File: src/rtl/ifetch_queue_if.sv
// ifetch_queue_if: bundles the pipeline-side and instruction-memory-side
// signals of the instruction prefetch queue.
//   stall, redirect, redirect_pc    : pipeline control into the queue
//   imem_req, imem_addr             : fetch request to instruction memory
//   imem_valid, imem_rdata          : response from instruction memory
//   inst_valid, inst, inst_pc,
//   inst_pc4, count                 : head entry and occupancy to decode
// The master modport is the queue itself; the slave modport is its environment.
interface ifetch_queue_if #(
    parameter int DEPTH = 4
);
    localparam int CW = $clog2(DEPTH + 1);

    logic          stall;
    logic          redirect;
    logic [31:0]   redirect_pc;
    logic          imem_req;
    logic [31:0]   imem_addr;
    logic          imem_valid;
    logic [31:0]   imem_rdata;
    logic          inst_valid;
    logic [31:0]   inst;
    logic [31:0]   inst_pc;
    logic [31:0]   inst_pc4;
    logic [CW-1:0] count;

    modport master (
        input  stall, redirect, redirect_pc, imem_valid, imem_rdata,
        output imem_req, imem_addr, inst_valid, inst, inst_pc, inst_pc4, count
    );

    modport slave (
        output stall, redirect, redirect_pc, imem_valid, imem_rdata,
        input  imem_req, imem_addr, inst_valid, inst, inst_pc, inst_pc4, count
    );
endinterface

File: src/rtl/ifetch_queue.sv
// ifetch_queue: instruction prefetch queue feeding the IF/ID register.
// Issues sequential word fetches (one outstanding at a time) to a
// variable-latency instruction memory, buffers returned words with their PCs
// in a DEPTH-entry circular buffer and presents the head entry to decode.
// Ports:
//   clk  : single clock, rising edge
//   rst  : synchronous active-high reset
//   bus  : ifetch_queue_if.master (pipeline control, imem request/response,
//          head entry outputs and occupancy)
module ifetch_queue #(
    parameter int          DEPTH    = 4,
    parameter logic [31:0] RESET_PC = 32'h0000_0000
) (
    input  logic           clk,
    input  logic           rst,
    ifetch_queue_if.master bus
);
    localparam int AW = $clog2(DEPTH);
    localparam int CW = $clog2(DEPTH + 1);

    localparam logic [1:0] ST_IDLE    = 2'd0;
    localparam logic [1:0] ST_WAIT    = 2'd1;
    localparam logic [1:0] ST_DISCARD = 2'd2;

    logic [1:0]    state_r;
    logic [31:0]   fetch_pc_r;
    logic [31:0]   req_pc_r;
    logic [AW-1:0] rd_ptr_r;
    logic [AW-1:0] wr_ptr_r;
    logic [CW-1:0] count_r;
    logic [31:0]   mem_pc_r   [DEPTH];
    logic [31:0]   mem_inst_r [DEPTH];

    logic          issue_s;
    logic          push_s;
    logic          pop_s;
    logic          head_valid_s;
    logic [31:0]   inst_s;
    logic [31:0]   inst_pc_s;

    // Handshake decisions for this cycle: request issue, response push, head pop.
    always_comb begin
        issue_s      = 1'b0;
        push_s       = 1'b0;
        pop_s        = 1'b0;
        head_valid_s = 1'b0;
        if (rst) begin
            head_valid_s = 1'b0;
        end else begin
            head_valid_s = (count_r != {CW{1'b0}});
            // Issue only with free space: count cannot grow while a request is
            // outstanding, so the eventual push always has a slot.
            issue_s = (state_r == ST_IDLE) && (count_r < CW'(DEPTH)) && !bus.redirect;
            push_s  = (state_r == ST_WAIT) && bus.imem_valid && !bus.redirect;
            pop_s   = head_valid_s && !bus.stall && !bus.redirect;
        end
    end

    // Head entry view; zeros when the queue is empty or held in reset.
    always_comb begin
        inst_s    = 32'h0000_0000;
        inst_pc_s = 32'h0000_0000;
        if (head_valid_s) begin
            inst_s    = mem_inst_r[rd_ptr_r];
            inst_pc_s = mem_pc_r[rd_ptr_r];
        end else begin
            inst_s    = 32'h0000_0000;
            inst_pc_s = 32'h0000_0000;
        end
    end

    assign bus.imem_req   = issue_s;
    assign bus.imem_addr  = fetch_pc_r;
    assign bus.inst_valid = head_valid_s;
    assign bus.inst       = inst_s;
    assign bus.inst_pc    = inst_pc_s;
    assign bus.inst_pc4   = inst_pc_s + 32'd4;
    assign bus.count      = count_r;

    // Fetch FSM, fetch PC, pointers and occupancy; redirect flushes everything.
    always_ff @(posedge clk) begin
        if (rst) begin
            state_r    <= ST_IDLE;
            fetch_pc_r <= RESET_PC;
            req_pc_r   <= RESET_PC;
            rd_ptr_r   <= {AW{1'b0}};
            wr_ptr_r   <= {AW{1'b0}};
            count_r    <= {CW{1'b0}};
        end else if (bus.redirect) begin
            fetch_pc_r <= {bus.redirect_pc[31:2], 2'b00};
            rd_ptr_r   <= {AW{1'b0}};
            wr_ptr_r   <= {AW{1'b0}};
            count_r    <= {CW{1'b0}};
            // An outstanding response must still be swallowed when it arrives.
            case (state_r)
                ST_IDLE:    state_r <= ST_IDLE;
                ST_WAIT:    state_r <= bus.imem_valid ? ST_IDLE : ST_DISCARD;
                ST_DISCARD: state_r <= bus.imem_valid ? ST_IDLE : ST_DISCARD;
                default:    state_r <= ST_IDLE;
            endcase
        end else begin
            case (state_r)
                ST_IDLE: begin
                    if (issue_s) begin
                        fetch_pc_r <= fetch_pc_r + 32'd4;
                        req_pc_r   <= fetch_pc_r;
                        state_r    <= ST_WAIT;
                    end
                end
                ST_WAIT: begin
                    if (bus.imem_valid) begin
                        state_r <= ST_IDLE;
                    end
                end
                ST_DISCARD: begin
                    if (bus.imem_valid) begin
                        state_r <= ST_IDLE;
                    end
                end
                default: state_r <= ST_IDLE;
            endcase
            if (push_s) begin
                wr_ptr_r <= wr_ptr_r + AW'(1);
            end
            if (pop_s) begin
                rd_ptr_r <= rd_ptr_r + AW'(1);
            end
            case ({push_s, pop_s})
                2'b10:   count_r <= count_r + CW'(1);
                2'b01:   count_r <= count_r - CW'(1);
                default: count_r <= count_r;
            endcase
        end
    end

    // Queue storage; entries need no reset since count gates visibility.
    always_ff @(posedge clk) begin
        if (push_s) begin
            mem_pc_r[wr_ptr_r]   <= req_pc_r;
            mem_inst_r[wr_ptr_r] <= bus.imem_rdata;
        end
    end
endmodule

File: src/flat_wrapper.sv
// flat-port wrapper written by rule: the top's interface ports become plain ports
module ifetch_queue_flat 
#(
    parameter int          DEPTH    = 4,
    parameter logic [31:0] RESET_PC = 32'h0000_0000
)
  (clk, rst, bus_stall, bus_redirect, bus_redirect_pc, bus_imem_valid, bus_imem_rdata, bus_imem_req, bus_imem_addr, bus_inst_valid, bus_inst, bus_inst_pc, bus_inst_pc4, bus_count);
  ifetch_queue_if #(.DEPTH(DEPTH)) bus_i ();
  input  logic clk;
  input  logic rst;
  input wire logic [$bits(bus_i.stall)-1:0] bus_stall;
  input wire logic [$bits(bus_i.redirect)-1:0] bus_redirect;
  input wire logic [$bits(bus_i.redirect_pc)-1:0] bus_redirect_pc;
  input wire logic [$bits(bus_i.imem_valid)-1:0] bus_imem_valid;
  input wire logic [$bits(bus_i.imem_rdata)-1:0] bus_imem_rdata;
  output wire logic [$bits(bus_i.imem_req)-1:0] bus_imem_req;
  output wire logic [$bits(bus_i.imem_addr)-1:0] bus_imem_addr;
  output wire logic [$bits(bus_i.inst_valid)-1:0] bus_inst_valid;
  output wire logic [$bits(bus_i.inst)-1:0] bus_inst;
  output wire logic [$bits(bus_i.inst_pc)-1:0] bus_inst_pc;
  output wire logic [$bits(bus_i.inst_pc4)-1:0] bus_inst_pc4;
  output wire logic [$bits(bus_i.count)-1:0] bus_count;
  assign bus_i.stall = bus_stall;
  assign bus_i.redirect = bus_redirect;
  assign bus_i.redirect_pc = bus_redirect_pc;
  assign bus_i.imem_valid = bus_imem_valid;
  assign bus_i.imem_rdata = bus_imem_rdata;
  assign bus_imem_req = bus_i.imem_req;
  assign bus_imem_addr = bus_i.imem_addr;
  assign bus_inst_valid = bus_i.inst_valid;
  assign bus_inst = bus_i.inst;
  assign bus_inst_pc = bus_i.inst_pc;
  assign bus_inst_pc4 = bus_i.inst_pc4;
  assign bus_count = bus_i.count;
  ifetch_queue #(.DEPTH(DEPTH), .RESET_PC(RESET_PC)) u_core (.clk(clk), .rst(rst), .bus(bus_i));
endmodule
File: config.mk
export PLATFORM = sky130hd
export DESIGN_NAME = ifetch_queue_flat
export DESIGN_NICKNAME = d
export VERILOG_FILES = /design/src/rtl/ifetch_queue_if.sv /design/src/rtl/ifetch_queue.sv /design/src/flat_wrapper.sv
export SDC_FILE = /design/constraint.sdc
export NUM_CORES = 1
export LEC_CHECK = 0
export BUFFER_PORTS_ARGS = -buffer_cell sky130_fd_sc_hd__buf_2
export CAP_MARGIN = 20
export CORE_UTILIZATION = 44
export CTS_BUF_LIST = sky130_fd_sc_hd__clkbuf_4
export DETAILED_ROUTE_END_ITERATION = 10
export GPL_TIMING_DRIVEN = 0
export PLACE_DENSITY = 0.72
export SLEW_MARGIN = 0
export SYNTH_ARGS = -nofsm -noshare
export SYNTH_HDL_FRONTEND = slang
export SYNTH_SLANG_ARGS = --single-unit
File: constraint.sdc
create_clock -name clk -period 6.1 [get_ports clk]
set_input_delay 0 -clock clk [delete_from_list [all_inputs] [get_ports clk]]
set_output_delay 0 -clock clk [all_outputs]
set_load 0.05 [all_outputs]
==> results.yml <==
status:
  outcome: "finished, final reports clean"
timing:
  period_needed_ns: 5.014
  drv_slew: 0
  finalSetupViolCount: 0
  rsz0062_at_grt: "no"
  worst_slew_pin_slew_ns: 0.8731
  hold_viol_final: 0
  finalSetupTns_ns: 0
  fmax_ghz: 0.1995
  finClkSkew_ns: 0.04638
  relSlewSlack: 0.4179
  fin_crit_sh: 0.8219
worst_setup_path:
  worstSetupPathType: "flop to output pin"
  crit_fanout: 10
  cp.arrival_ns: 5.01
  critPathBufInv: 3
  path_cells: "or3_1 -> clkbuf_1 -> clkbuf_1 -> and3_1 -> ha_1 -> nand2_1 -> o22ai_1 -> nand3_1 -> nor4_4 -> nand3_1 -> xnor2_1 -> buf_2"
  cp_top_family: "simple AND/OR/NAND/NOR gates"
  critPathMaxStageDelay_ns: 0.58
  crit_required_ns: 6.10
  r2r-end: "u_core.bus.imem_addr[29]"
  cp-start-kind: "flop"
  worstRegToRegCells: 7
  end_kind: "output pin"
  cp-startpoint: "u_core.bus.count[2]"
  slowest_stage: "clkbuf_1"
  r2r_start: "u_core.bus.imem_addr[13]"
  reg2reg_slack_ns: 3.46
placed_design:
  dpl.cell_count: 1525
  post_dp_cell_area_um2: 15030
  dp_hpwl_um: 22250
  io_buffers: 193
  gp_congestion: 0.8822
clock_tree:
  ctsHoldBuffers: 69
  cts-resized-gates: 0
  cts_tree: "yes"
  cts_root_buf: "clkbuf_4"
  clock_sinks: 319
  cts.path.max_buffers: 3
  cts_made_buffers: 82
  h-tree-depth: 3
  postCtsSetupBuffers: 0
  path_clk_slew_ns: 0.06
  clk_latency_ns: 0.69
final_layout:
  finalNetCount: 1367
  drive_above_1_share: 0.3105
  num-fill-cells: 2405
  final_common_cell: "edfxtp_1"
  stdcell_area_um2: 16770
  finalNonFillerCells: 1737
  area_delta_synth_final_pct: 24.85
  final_cell_mix: "edfxtp_1 (248), buf_2 (201), clkbuf_4 (123), nand2_1 (89), dfxtp_1 (71)"
synthesis:
  synth.distinct_cells: 56
  synthMuxAreaShare: 0.1112
  synth_top_family_by_area: "simple AND/OR/NAND/NOR gates"
  synth_edf_count: 248
  synth_compound_area_frac: 0.03261
  async_flop_share: 0
  postSynthCellCount: 932
  ys_seq_area_frac: 0.6603
  synth_fa_ha_area_frac: 0.009875
  syn_avg_cell_area_um2: 14.41
  synth_flop_cell: "edfxtp_1"
  synth-simple-area-share: 0.1274
  synth_seq_cells: 319
  synth_area_um2: 13430
  yosys_warnings: 0
  synth_xor_area_frac: 0.02804
power_and_ir_drop:
  irDropWorstVdd_v: 0.0001464
  p_leak_nw: 6.705
  powerDensity_nw_per_um2: 264.2
  total_power_w: 0.004429
drt:
  via_per_inst: 5.399
  drt_iter0_markers: 675
  wl_per_cell_um: 19.32
  dr.pass1.iters: 5
  wl_um: 33550
  ant_nets: 0
  post-route-drc-count: 0
  vias: 9378
min_path:
  worstHoldPathCells: 3
  hp-class: "input port to flop"
  hold_path_startpoint: "rst"
  hold_path_end: "u_core.state_r[1]"
floorplanning:
  die_y_um: 176.7
  io_pins: 202
  die_area_um2: 31230
  core_um2: 29800
  rows: 63
  dieWidth_um: 176.7
  start_util: 0.4507
grt:
  grt_max_degree: 49
  overflow: 0
  grt_pass1_wl_um: 50930
  antenna_found_initial: 1
  grt_pass1_vias: 9309
  grt.total_usage: 0.2156
run:
  cap_viol_max_count: 0
## worst max-delay path by stage
| stage | end | slack [ns] | cells past startpoint |
|---|---|---|---|
| floorplan | bus_inst_pc4[22] | 2.04 | 11 |
| global placement | bus_inst_pc4[24] | 1.65 | 12 |
| detailed placement | bus_inst_pc4[28] | 1.64 | 12 |
| CTS | bus_inst_pc4[28] | 0.90 | 12 |
| global route | bus_inst_pc4[24] | 0.78 | 12 |
| finish | bus_inst_pc4[28] | 1.09 | 12 |
## logic make-up after synthesis
logic type / after synthesis
AOI/OAI and AO/OA: 72
xor gates and xnor gates: 43
adders and majority gates: 10
buffers and inverters: 86
DFF: 319
muxes: 69
other: 1
and+or+nand+nor: 332
## through the flow
stage	hold slack (ns)	util	worst slack, ns
after floorplan	0.09887	-	2.040
after global placement	0.2145	0.5002	1.654
after detailed placement	0.2179	0.5044	1.640
after CTS	0.004404	0.5627	0.9044
after global routing	0.03185	0.5627	0.7807
final	0.05116	0.5627	1.086
## worst min-delay path, cell delays in order
cell and delay [ns]:
buf_2 0.14, clkbuf_1 0.27, a211oi_1 0.24
## Yosys cell counts, drive strengths merged, types with 2 or more instances
| library cell | instances | share of area |
|---|---|---|
| a21oi | 39 | 0.015 |
| a221oi | 2 | 0.0013 |
| a22o | 2 | 0.0013 |
| a31oi | 5 | 0.0023 |
| a32oi | 2 | 0.0013 |
| and2 | 8 | 0.0037 |
| and3 | 58 | 0.027 |
| and4 | 5 | 0.0033 |
| buf | 22 | 0.012 |
| clkbuf | 42 | 0.012 |
| dfxtp | 71 | 0.11 |
| edfxtp | 248 | 0.55 |
| ha | 9 | 0.0084 |
| inv | 21 | 0.0059 |
| mux2i | 6 | 0.0045 |
| mux4 | 62 | 0.11 |
| nand2 | 89 | 0.025 |
| nand2b | 2 | 0.00093 |
| nand3 | 56 | 0.022 |
| nand4 | 19 | 0.0089 |
| nand4b | 2 | 0.0013 |
| nor2 | 54 | 0.015 |
| nor2b | 2 | 0.00093 |
| nor3 | 16 | 0.0060 |
| nor4 | 7 | 0.0055 |
| o21ai | 8 | 0.0030 |
| o311ai | 8 | 0.0052 |
| or2 | 4 | 0.0019 |
| or3 | 4 | 0.0019 |
| or4 | 3 | 0.0022 |
| xnor2 | 26 | 0.017 |
| xor2 | 17 | 0.011 |
## layer usage
layer	wire [µm]	up-vias	GRT usage
met3	2660	79	0.04446
met5	0	-	0
li1	-	4326	-
met2	16020	493	0.3492
met1	13880	4480	0.2816
met4	999	0	0.09267
## power breakdown
group	switching, W	leakage (nW)	internal [W]
Clock	0.000831	0.622	0.000965
Sequential	0.0000358	2.99	0.00236
Combinational	0.000153	3.09	0.0000856
Total	0.00102	6.70	0.00341
## layout make-up
| cell class | instances | area, µm² | area share |
|---|---|---|---|
| antenna | 1 | 2.502 | 0.0001492 |
| multi-input combinational | 532 | 4185 | 0.2496 |
| clock buffer | 123 | 923.4 | 0.05507 |
| clock inverter | 19 | 122.6 | 0.007313 |
| sequential | 319 | 8869 | 0.5289 |
| timing repair buffer | 267 | 1772 | 0.1057 |
| buffer | 64 | 322.8 | 0.01925 |
| inverter | 22 | 82.58 | 0.004925 |
| tap | 390 | 488.0 | 0.02910 |
## flip-flops by register name (all words and copies together), names as in the netlist, named ones only
signal / flops
u_core.state_r: 2
u_core.req_pc_r: 30
u_core.rd_ptr_r: 2
u_core.wr_ptr_r: 2
u_core.mem_inst_r: 128
u_core.mem_pc_r: 120
u_core.bus.imem_addr: 30
u_core.bus.count: 3
Note: power is estimated with default switching activity, not from simulation.
